## config.mk

```make
export PLATFORM = sky130hd
export DESIGN_NAME = prng_packetizer
export DESIGN_NICKNAME = d
export VERILOG_FILES = /design/src/rtl/prng_pkg.sv /design/src/rtl/pkt_csum_acc.sv /design/src/rtl/prng_packetizer.sv
export SDC_FILE = /design/constraint.sdc
export NUM_CORES = 1
export LEC_CHECK = 0
export CAP_MARGIN = 20
export CORE_MARGIN = 2
export CORE_UTILIZATION = 56
export DETAILED_ROUTE_END_ITERATION = 10
export PLACE_DENSITY = 0.84
export SKIP_LAST_GASP = 1
export SYNTH_ARGS = -nofsm -noshare
export SYNTH_HDL_FRONTEND = slang
export SYNTH_HIERARCHICAL = 1
export SYNTH_SLANG_ARGS = --single-unit
```

## constraint.sdc

```tcl
create_clock -name clk -period 3.54 [get_ports clk]
set_clock_uncertainty 0.2 [all_clocks]
set_input_delay 1.062 -clock clk [delete_from_list [all_inputs] [get_ports clk]]
set_output_delay 1.062 -clock clk [all_outputs]
set_load 0.01 [all_outputs]
```

## src/rtl/prng_pkg.sv

```systemverilog
// Shared types and defaults for the PRNG packetizer: FSM states, byte width and header default.
package prng_pkg;

  localparam int unsigned BYTE_W = 8;

  localparam logic [BYTE_W-1:0] HDR_BYTE_DEFAULT = 8'hA5;

  typedef enum logic [2:0] {
    ST_IDLE = 3'd0,
    ST_HDR  = 3'd1,
    ST_SEQ  = 3'd2,
    ST_PAY  = 3'd3,
    ST_CSUM = 3'd4
  } state_e;

endpackage

```

## src/rtl/pkt_csum_acc.sv

```systemverilog
// Running mod-256 byte sum; clear has priority over add.
module pkt_csum_acc
  import prng_pkg::*;
(
  input  logic              clk,
  input  logic              reset,
  input  logic              clear_i,
  input  logic              add_en_i,
  input  logic [BYTE_W-1:0] data_i,
  output logic [BYTE_W-1:0] sum_o
);

  logic [BYTE_W-1:0] sum_q;

  always_ff @(posedge clk or posedge reset) begin
    if (reset) begin
      sum_q <= '0;
    end else if (clear_i) begin
      sum_q <= '0;
    end else if (add_en_i) begin
      sum_q <= sum_q + data_i;
    end
  end

  assign sum_o = sum_q;

endmodule

```

## src/rtl/prng_packetizer.sv

```systemverilog
// Emits packets of HDR, SEQ, PAYLOAD_LEN random bytes and a checksum over a valid/ready byte stream.
module prng_packetizer
  import prng_pkg::*;
#(
  parameter int unsigned       PAYLOAD_LEN = 4,
  parameter logic [BYTE_W-1:0] HDR_BYTE    = HDR_BYTE_DEFAULT
) (
  input  logic              clk,
  input  logic              reset,
  input  logic              start,
  input  logic [BYTE_W-1:0] rnd_in,
  output logic [BYTE_W-1:0] out_data,
  output logic              out_valid,
  input  logic              out_ready,
  output logic              out_last,
  output logic              busy,
  output logic [BYTE_W-1:0] pkt_count
);

  state_e            state_q, state_d;
  logic [BYTE_W-1:0] data_q, data_d;
  logic [BYTE_W-1:0] cnt_q, cnt_d;
  logic [BYTE_W-1:0] beat_q, beat_d;
  logic [BYTE_W-1:0] seq_q, seq_d;
  logic              valid_q, valid_d;
  logic              last_q, last_d;
  logic              busy_q, busy_d;
  logic              acc_clear, acc_add;
  logic [BYTE_W-1:0] csum;
  logic              xfer;
  logic              last_beat;

  assign xfer      = valid_q & out_ready;
  assign last_beat = (beat_q == BYTE_W'(PAYLOAD_LEN - 1));

  // State register
  always_ff @(posedge clk or posedge reset) begin
    if (reset) begin
      state_q <= ST_IDLE;
    end else begin
      state_q <= state_d;
    end
  end

  // Next state: only IDLE looks at start, every other hop waits for a transfer
  always_comb begin
    state_d = state_q;
    case (state_q)
      ST_IDLE: if (start)             state_d = ST_HDR;
      ST_HDR:  if (xfer)              state_d = ST_SEQ;
      ST_SEQ:  if (xfer)              state_d = ST_PAY;
      ST_PAY:  if (xfer && last_beat) state_d = ST_CSUM;
      ST_CSUM: if (xfer)              state_d = ST_IDLE;
      default:                        state_d = ST_IDLE;
    endcase
  end

  // Output / datapath next values; each SEQ or payload byte is summed as it is loaded
  always_comb begin
    data_d    = data_q;
    beat_d    = beat_q;
    seq_d     = seq_q;
    cnt_d     = cnt_q;
    acc_clear = 1'b0;
    acc_add   = 1'b0;
    case (state_q)
      ST_IDLE: begin
        if (start) begin
          data_d    = HDR_BYTE;
          seq_d     = cnt_q;
          beat_d    = '0;
          acc_clear = 1'b1;
        end
      end
      ST_HDR: begin
        if (xfer) begin
          data_d  = seq_q;
          acc_add = 1'b1;
        end
      end
      ST_SEQ: begin
        if (xfer) begin
          data_d  = rnd_in;
          beat_d  = '0;
          acc_add = 1'b1;
        end
      end
      ST_PAY: begin
        if (xfer) begin
          if (last_beat) begin
            data_d = csum;
          end else begin
            data_d  = rnd_in;
            beat_d  = beat_q + BYTE_W'(1);
            acc_add = 1'b1;
          end
        end
      end
      ST_CSUM: begin
        if (xfer) begin
          data_d = '0;
          cnt_d  = cnt_q + BYTE_W'(1);
        end
      end
      default: data_d = '0;
    endcase
    valid_d = (state_d != ST_IDLE);
    busy_d  = (state_d != ST_IDLE);
    last_d  = (state_d == ST_CSUM);
  end

  always_ff @(posedge clk or posedge reset) begin
    if (reset) begin
      data_q  <= '0;
      cnt_q   <= '0;
      beat_q  <= '0;
      seq_q   <= '0;
      valid_q <= 1'b0;
      last_q  <= 1'b0;
      busy_q  <= 1'b0;
    end else begin
      data_q  <= data_d;
      cnt_q   <= cnt_d;
      beat_q  <= beat_d;
      seq_q   <= seq_d;
      valid_q <= valid_d;
      last_q  <= last_d;
      busy_q  <= busy_d;
    end
  end

  pkt_csum_acc u_csum (
    .clk      (clk),
    .reset    (reset),
    .clear_i  (acc_clear),
    .add_en_i (acc_add),
    .data_i   (data_d),
    .sum_o    (csum)
  );

  assign out_data  = data_q;
  assign out_valid = valid_q;
  assign out_last  = last_q;
  assign busy      = busy_q;
  assign pkt_count = cnt_q;

endmodule

```

; ---- Yosys cells after proc, flatten, opt, wreduce, memory -nomap -nowiden
; Cells that the tools add are included.
[op_classes]
addsub = 3
eq_ne = 10
n_mux = 26
n_bitwise = 1
n_reduce_logical = 9
[ops]
columns = op, count
row1 = 2-to-1 mux 8 bit, 12
row2 = case mux 8 bit (5 select lines), 1
row3 = case mux 8 bit (3 select lines), 1
row4 = adder 8 x 1 -> 8 bit (second input constant), 2
row5 = 2-to-1 mux 3 bit, 5
row6 = case mux 3 bit (5 select lines), 1
row7 = adder 8 bit, 1
row8 = == test 8 x 2 -> 1 bit (second input constant), 1
row9 = != test 2 bit (second input constant), 4
row10 = == test 3 x 2 -> 1 bit (second input constant), 2
row11 = == test 3 bit (second input constant), 2
row12 = nonzero test 3 bit, 2
row13 = 2-to-1 mux 1 bit, 5
row14 = AND reduction 5 bit, 1
row15 = AND reduction 2 bit, 2
row16 = == test 3 x 1 -> 1 bit (second input constant), 1
row17 = logical NOT 3 bit, 1
row18 = case mux 1 bit (2 select lines), 1
row19 = nonzero test 2 bit, 1
row20 = OR reduction 2 bit, 1
row21 = bitwise AND 1 bit, 1
row22 = logical AND 1 bit, 1
[word_totals]
ff_bits = 45
wordCells = 57

; ---- Logic depth before layout (Yosys ltp)
; Gate-level depths: netlist of the first run.
[logic_depth]
ltp_word = 7
mapped_depth = 13

; ---- By module
; The synthesis of the first run kept the hierarchy.
[by_module_without_submodules]
columns = module, n_inst, cells_each, area_per_inst_um2
row1 = prng_packetizer, 1, 183, 1931.9
row2 = pkt_csum_acc, 1, 67, 648.1

; ---- Least setup slack after synthesis of the first run
; No wires, ideal clock.
[synth_timing]
kind = in2reg
from = in out_ready
to = reg u_csum.sum_q[7], in the netlist u_csum/sum_o[7]
setup_time_ns = 0.074
arrival_ns = 3.268
required_ns = 3.266
path_slack_ns = -0.002
path_stages = 10
n_path_buf = 0
path_cell_list = and3_1 and2_0 a221o_1 a221o_1 ha_1 nand2_1 nor3_1 mux2_4 a21o_1 a21oi_2
[synth_via]
elab_chain_cells = 6
word_cells_on_any_way = 13
[synth_lines]
columns = element, line_no
row1 = from (decl), prng_packetizer.sv:14  ; input logic out_ready,
row2 = bitwise AND 1 bit *, prng_packetizer.sv:33  ; assign xfer = valid_q & out_ready;
row3 = 2-to-1 mux 8 bit (on tied branches), -
row4 = case mux 8 bit (5 select lines) *, prng_packetizer.sv:66  ; case (state_q)
row5 = via data_d[5], prng_packetizer.sv:21  ; logic [BYTE_W-1:0] data_q, data_d;
row6 = adder 8 bit *, pkt_csum_acc.sv:21  ; sum_q <= sum_q + data_i;
row7 = 2-to-1 mux 8 bit *, pkt_csum_acc.sv:20  ; end else if (add_en_i) begin
row8 = 2-to-1 mux 8 bit *, pkt_csum_acc.sv:18  ; end else if (clear_i) begin
row9 = to (signal assigned), pkt_csum_acc.sv:21
row10 = to (decl), pkt_csum_acc.sv:13  ; logic [BYTE_W-1:0] sum_q;
; The timed path passes the listed nets; every way through them passes the cells marked *. The select of a mux whose other input is x is not followed.
; A chain may end at the register's enable or synchronous reset.

; ---- Worst setup path in the final report of the first run
[layout_timing]
from = in rnd_in[0]
to = reg u_csum.sum_q[6], in the netlist u_csum/sum_o[6]
[layout_via]
elab_chain_cells = 6
word_cells_on_any_way = 7
[layout_lines]
columns = element, line_no
row1 = from (decl), prng_packetizer.sv:11  ; input logic [BYTE_W-1:0] rnd_in,
row2 = 2-to-1 mux 8 bit, prng_packetizer.sv:90  ; if (last_beat) begin
row3 = 2-to-1 mux 8 bit, prng_packetizer.sv:89  ; if (xfer) begin
row4 = case mux 8 bit (5 select lines) *, prng_packetizer.sv:66
row5 = via data_d[0], prng_packetizer.sv:21
row6 = adder 8 bit *, pkt_csum_acc.sv:21
row7 = 2-to-1 mux 8 bit *, pkt_csum_acc.sv:20
row8 = 2-to-1 mux 8 bit *, pkt_csum_acc.sv:18
; Marked as above.

==> flow_metrics.py, run 1 <==
metrics = {
    "run_status": {
        "status": "finished, final reports clean",
    },
    "clock_network": {
        "clk_latency_ns": 0.30,
        "cts_buffers": 5,
        "cts_num_sinks": 45,
        "cts_buffer_depth": 2,
        "clk_pin_slew_ns": 0.09,
        "htree_levels": 2,
        "cts-root-buf": "clkbuf_8",
        "cts_tree": "built",
    },
    "critical_path": {
        "crit_fanout": 3,
        "required_ns": 3.50,
        "crit_arrival_ns": 3.36,
        "critical_path_class": "in -> reg",
        "endpoint_kind": "register",
        "cp-start-kind": "primary input",
    },
    "placed_design": {
        "dpl.hpwl_um": 4900,
        "placed_area_um2": 3170,
        "gp_congestion": 0.932,
        "io_buffers": 30,
    },
    "timing": {
        "fmax_ghz": 0.294,
        "period_minus_slack_ns": 3.40,
        "fin_crit_sh_pct": 96.1,
        "worstMarginPinSlew_ns": 0.493,
        "setup_viol": 0,
        "hold_viol": 0,
        "rsz0062_at_grt": "false",
        "fin_setup_tns_ns": 0,
        "final_max_slew_viol_count": 0,
        "relSlewSlack_pct": 67.1,
    },
    "routing": {
        "antenna_left": 0,
        "wl_per_cell_um": 19.1,
        "drc_errors": 0,
        "firstDrtPassIters": 5,
        "vias_per_cell": 6.43,
        "dr.first_iter.drc_count": 369,
        "vias": 2372,
        "wirelength_um": 7050,
    },
    "floorplanning": {
        "start_util_pct": 58.8,
        "die-area_um2": 5170,
        "row_count": 24,
        "die_y_um": 71.9,
        "ios": 31,
        "coreArea_um2": 4380,
        "die_x_um": 71.9,
    },
    "yosys": {
        "mappedNetlistNets": 272,
        "synthMuxAreaShare_pct": 6.45,
        "synth_compound_area_share_pct": 18.2,
        "synth_top_area_share_pct": 43.6,
        "synthCells": 250,
        "synth_area_um2": 2580,
        "synth-seq-cells": 45,
        "synth_xor_area_share_pct": 3.39,
        "syn_area_per_cell_um2": 10.3,
        "yosysSeqAreaShare_pct": 43.6,
        "async_flop_share_pct": 100,
        "synthFlopType": "dfrtp_1",
        "ys.warnings.count": 6,
        "synthTopCellsByArea": "dfrtp_1, ha_1, mux2_2",
        "synth_top_family_by_area": "simple AND/OR/NAND/NOR gates",
        "yosys.area_share.simple_pct": 20.0,
        "synth.distinct_cells": 60,
        "synth_edf_count": 0,
        "synth_top_area_cell": "dfrtp_1",
        "synth_fa_ha_area_share_pct": 5.14,
    },
    "finish": {
        "antenna_cells": 0,
        "final_area_um2": 3390,
        "syn2layout_area_growth_pct": 31.5,
        "fill_cells": 284,
        "nNetsFinal": 338,
        "drive_gt1_share_pct": 27.8,
    },
    "global_route": {
        "grt_pass1_vias": 2334,
        "grt_max_degree": 38,
        "met1_usage_pct": 39.7,
        "grtUsageMet3_pct": 5.91,
        "grt_use_total_pct": 28.8,
        "grt_util_met2_pct": 44.7,
        "grt_overflow": 0,
        "top_usage_layer": "met2",
        "grt_antenna_before_repair": 0,
        "grt_pass1_wl_um": 11400,
    },
    "power_and_ir_drop": {
        "ir_worst_vdd_v": 0.000631,
        "p_per_area_nw_per_um2": 815,
        "p_leak_nw": 1.51,
    },
    "run": {
        "cap_violations": 0,
    },
    "worst_hold_path": {
        "min_path_type": "reg -> reg",
    },
}
## registers in the layout, summed over array words and instances, names as in the netlist
signal / count
out_last: 1
seq_q: 8
u_csum/sum_o: 8
busy: 1
beat_q: 8
out_data: 8
state_q: 3
pkt_count: 8
## synth_stat cells (all sizes together), types with 9 or more instances
| cell | count |
|---|---|
| dfrtp | 45 |
| nand2 | 27 |
| nor2 | 17 |
| nand3 | 14 |
| a21oi | 13 |
| o21ai | 11 |
| mux2 | 10 |
| buf | 9 |
| ha | 9 |
| xnor2 | 9 |
## cell usage in the layout (no fill, tap or decap), types with 8 or more instances in the layout
| cell type | n |
|---|---|
| clkdlybuf4s50_1 | 28 |
| xnor2_1 | 9 |
| nor2_1 | 16 |
| a21oi_1 | 8 |
| mux2_2 | 9 |
| buf_4 | 40 |
| dfrtp_1 | 45 |
| nand3_1 | 14 |
| nand2_1 | 26 |
## final timing paths
kind / from / slack [ns] / to / depth (start not counted)
worst max register to register: beat_q[4]$_DFFE_PP0P_ / 0.14 / u_csum/sum_o[7]$_DFFE_PP0P_ / 11
worst max-delay path: rnd_in[0] / 0.14 / u_csum/sum_o[6]$_DFFE_PP0P_ / 11
worst min register to register: pkt_count[7]$_DFFE_PP0P_ / 0.31 / pkt_count[7]$_DFFE_PP0P_ / 1
worst min-delay path: pkt_count[7]$_DFFE_PP0P_ / 0.31 / pkt_count[7]$_DFFE_PP0P_ / 1
min in group asynchronous: reset / 0.84 / u_csum/sum_o[6]$_DFFE_PP0P_ / 2
max in group asynchronous: reset / 1.81 / seq_q[5]$_DFFE_PP0P_ / 3
## critical path, stage by stage
cell and delay [ns]:
clkdlybuf4s50_1 0.45, a21oi_1 0.17, or3_1 0.13, o311ai_1 0.11, ha_1 0.32, fa_2 0.39
a21o_1 0.18, a21oi_2 0.20, o21ai_1 0.11, nand3_1 0.10, o211ai_1 0.12
## cells by family after synthesis
kind of cell | after synthesis
adder cells (fa/ha/maj) | 10
XOR/XNOR | 10
AND/OR/NAND/NOR | 93
flip-flops | 45
buffers and inverters | 15
multiplexers | 15
AO/OA/AOI/OAI | 62
## per-layer routing
layer / part of all wire (%) / vias up / routed length (µm)
li1: - / 1062 / -
met1: 43 / 1162 / 3000
met3: 6.4 / 25 / 451
met4: 3.5 / 0 / 244
met5: 0 / - / 0
met2: 48 / 123 / 3360
## per-stage QoR
step	hold slack [ns]	util (%)	instances	setup WS, ns	power [W]
finish	0.308	77.4	369	0.139	0.00277
global route	0.338	77.4	369	0.0494	0.00292
CTS	0.313	76.5	368	0.0471	0.00264
detailed placement	0.292	72.4	359	-0.669	0.00214
global placement	0.283	72.4	359	-0.536	0.00208
floorplan	0.271	-	250	0.0301	0.00162
## power breakdown
part	internal [W]	switching (W)
combinational	0.000782	0.000774
sequential	0.000638	0.000161
clock	0.000230	0.000182
## area by class of cell
type / count / area, µm² / area share (%)
Sequential cell: 45 / 1130 / 33.2
Timing Repair Buffer: 70 / 591 / 17.4
Tap cell: 52 / 65.1 / 1.92
Inverter: 4 / 15.0 / 0.443
Clock inverter: 2 / 37.5 / 1.11
Clock buffer: 6 / 82.6 / 2.43
Multi-Input combinational cell: 190 / 1480 / 43.5
## what timing repair did
| item | in CTS | in global routing |
|---|---|---|
| hold buffers | 0 | 0 |
| setup buffers | 1 | 1 |
| pin swaps | 5 | 7 |
| gates cloned | 0 | 0 |
| setup endpoints to repair | 4 | 4 |
| resized for setup | 12 | 11 |
(Power assumes the default switching activity.)
==> run 2: changes to the inputs <==
Settings changed: SETUP_SLACK_MARGIN from default to 0.05.
==> run 2 against run 1 <==
Count of clock-buffer cells in the layout unchanged. Power decreased by 2.0%. Sequential share of layout area decreased by 0.45 points. Register-to-register slack gained 0.03 ns. Critical endpoint unchanged. Global-route usage down 1.1 points. Non-clock buffer count up 6. First-iteration DRC count shrank 33%. Combinational power barely moved.
==> flow_metrics.py, run 2 (synthesized netlist as in run 1, its figures left out) <==
metrics = {
    "run_status": {
        "status": "finished, final reports clean",
    },
    "finish": {
        "final_cell_mix": "dfrtp_1, buf_4, clkdlybuf4s50_1",
        "multi_input_area_um2": 1480,
        "final_common_cell": "dfrtp_1",
        "utilization_pct": 78.4,
        "antenna_cells": 0,
        "fill_cells": 282,
        "syn2layout_area_growth_pct": 33.3,
        "ff_latch_area_um2": 1130,
        "layout.cells.non_filler": 374,
        "drive_gt1_share_pct": 28.9,
        "nNetsFinal": 344,
    },
    "worst_hold_path": {
        "min_path_type": "reg -> reg",
    },
    "critical_path": {
        "slowest_stage": "clkdlybuf4s50_1",
        "endpoint_kind": "register",
        "crit_cells": 11,
        "critical_path_class": "in -> reg",
        "critPathLaunch": "rnd_in[0]",
        "crit_end": "u_csum/sum_o[6]$_DFFE_PP0P_",
        "cp.buffers_inverters": 1,
        "crit_arrival_ns": 3.43,
        "r2r_cells": 12,
        "path_cells": "clkdlybuf4s50_1 > a21oi_1 > or3_1 > o311ai_1 > ha_1 > fa_1 > a21o_1 > a21oi_2 > o21ai_1 > nand3_1 > o211ai_1",
        "r2r_end": "u_csum/sum_o[6]$_DFFE_PP0P_",
        "required_ns": 3.51,
        "ff2ff_setup_slack_ns": 0.17,
        "crit_fanout": 3,
        "r2r_start": "beat_q[4]$_DFFE_PP0P_",
        "critPathTopFamily": "compound AO/OA/AOI/OAI gates",
        "cp-start-kind": "primary input",
        "crit_path_max_incr_delay_ns": 0.47,
    },
    "power_and_ir_drop": {
        "ir_worst_vdd_v": 0.000619,
        "sw_frac_of_total_pct": 40.4,
        "power_switching_w": 0.00109,
        "p_per_area_nw_per_um2": 789,
        "p_seq_share_pct": 29.3,
        "power_frac_clock_pct": 11.9,
        "design_power_total_w": 0.00271,
        "p_leak_nw": 1.54,
        "combinationalPowerShare_pct": 58.8,
        "p_int_w": 0.00162,
    },
    "clock_network": {
        "cts-root-buf": "clkbuf_8",
        "cts_buffer_depth": 2,
        "cts_num_sinks": 45,
        "clk_latency_ns": 0.29,
        "clk_pin_slew_ns": 0.08,
        "cts_buffers": 5,
        "cts_tree": "built",
        "htree_levels": 2,
    },
    "floorplanning": {
        "die_x_um": 71.9,
        "ios": 31,
        "row_count": 24,
        "die_y_um": 71.9,
        "die-area_um2": 5170,
        "coreArea_um2": 4380,
        "start_util_pct": 58.8,
    },
    "placed_design": {
        "dpl.hpwl_um": 4960,
        "io_buffers": 30,
        "dp_cells": 362,
        "gp_congestion": 0.891,
    },
    "global_route": {
        "grt_antenna_before_repair": 0,
        "grt_pass1_vias": 2240,
        "grt_pass1_wl_um": 11000,
        "grt_max_degree": 38,
        "grt_use_total_pct": 27.7,
        "grt_overflow": 0,
    },
    "timing": {
        "worstMarginPinSlew_ns": 0.468,
        "relSlewSlack_pct": 68.8,
        "fin_crit_sh_pct": 97.8,
        "final_max_slew_viol_count": 0,
        "fin_setup_tns_ns": 0,
        "setup_viol": 0,
        "period_minus_slack_ns": 3.46,
        "hold_viol": 0,
        "rsz0062_at_grt": "false",
        "fmax_ghz": 0.289,
    },
    "routing": {
        "dr.first_iter.drc_count": 248,
        "vias_per_cell": 6.33,
        "firstDrtPassIters": 7,
        "wl_per_cell_um": 19.3,
        "wirelength_um": 7200,
        "antenna_left": 0,
        "vias": 2369,
        "drc_errors": 0,
    },
    "run": {
        "cap_violations": 0,
    },
}
run 2: changes by cell type in the layout (fill, tap and decap cells not counted), moves of 2 or more:
cell / before / now
buf_4: 40 / 44
buf_6: 0 / 3
a21oi_1: 8 / 10
a21oi_2: 5 / 3
run 2: power by group through the flow:
stage / clock network [W] / logic, W / registers [W]
2_1_floorplan: 0 / 0.000893 / 0.000748
3_3_place_gp: 0 / 0.00135 / 0.000779
3_5_place_dp: 0 / 0.00141 / 0.000781
4_1_cts: 0.000329 / 0.00149 / 0.000781
5_1_grt: 0.000350 / 0.00171 / 0.000806
6_report: 0.000322 / 0.00159 / 0.000794
run 2: how the worst min path moves through the flow:
stage	startpoint	end	cells past startpoint
after floorplan	beat_q[0]$_DFFE_PP0P_	beat_q[0]$_DFFE_PP0P_	1
final	beat_q[0]$_DFFE_PP0P_	beat_q[0]$_DFFE_PP0P_	1
after global placement	seq_q[0]$_DFFE_PP0P_	seq_q[0]$_DFFE_PP0P_	1
after global routing	beat_q[0]$_DFFE_PP0P_	beat_q[0]$_DFFE_PP0P_	1
after detailed placement	beat_q[0]$_DFFE_PP0P_	beat_q[0]$_DFFE_PP0P_	1
after CTS	beat_q[0]$_DFFE_PP0P_	beat_q[0]$_DFFE_PP0P_	1
run 2: cell type report:
cell class | count | area share, %
Clock inverter | 1 | 0.218
Sequential cell | 45 | 32.8
Tap cell | 52 | 1.89
Timing Repair Buffer | 76 | 19.2
Clock buffer | 6 | 2.40
Inverter | 4 | 0.437
Multi-Input combinational cell | 190 | 43.1
run 2: per-layer routing:
layer | routed length (µm) | GRT usage [%]
met1 | 3150 | 38.1
met3 | 420 | 4.78
met5 | 0 | 0
met2 | 3450 | 45.3
met4 | 182 | 8.39
run 2: per-stage QoR:
| stage | hold slack [ns] | area, µm² | setup WS, ns |
|---|---|---|---|
| floorplan | 0.271 | 2600 | 0.0693 |
| global placement | 0.282 | 3210 | -0.479 |
| detailed placement | 0.300 | 3210 | -0.608 |
| CTS | 0.311 | 3360 | 0.0750 |
| global route | 0.343 | 3440 | 0.00968 |
| finish | 0.309 | 3440 | 0.0775 |
run 2: worst reg2reg max path: cells and delay by family, from the launching register on:
| kind | cells | cell delay (ns) |
|---|---|---|
| adder cells (fa/ha/maj) | 2 | 0.75 |
| AO/OA/AOI/OAI | 5 | 0.72 |
| buffers and inverters | 1 | 0.14 |
| flip-flops | 1 | 0.42 |
| AND/OR/NAND/NOR | 3 | 0.85 |
| multiplexers | 1 | 0.17 |
run 2: repair_timing:
| action | 4_1_cts | 5_1_grt |
|---|---|---|
| hold buffers | 0 | 0 |
| buffers inserted | 3 | 2 |
| gates resized for setup | 17 | 13 |
| endpoints found under the setup margin | 5 | 4 |
| pin swaps | 5 | 9 |
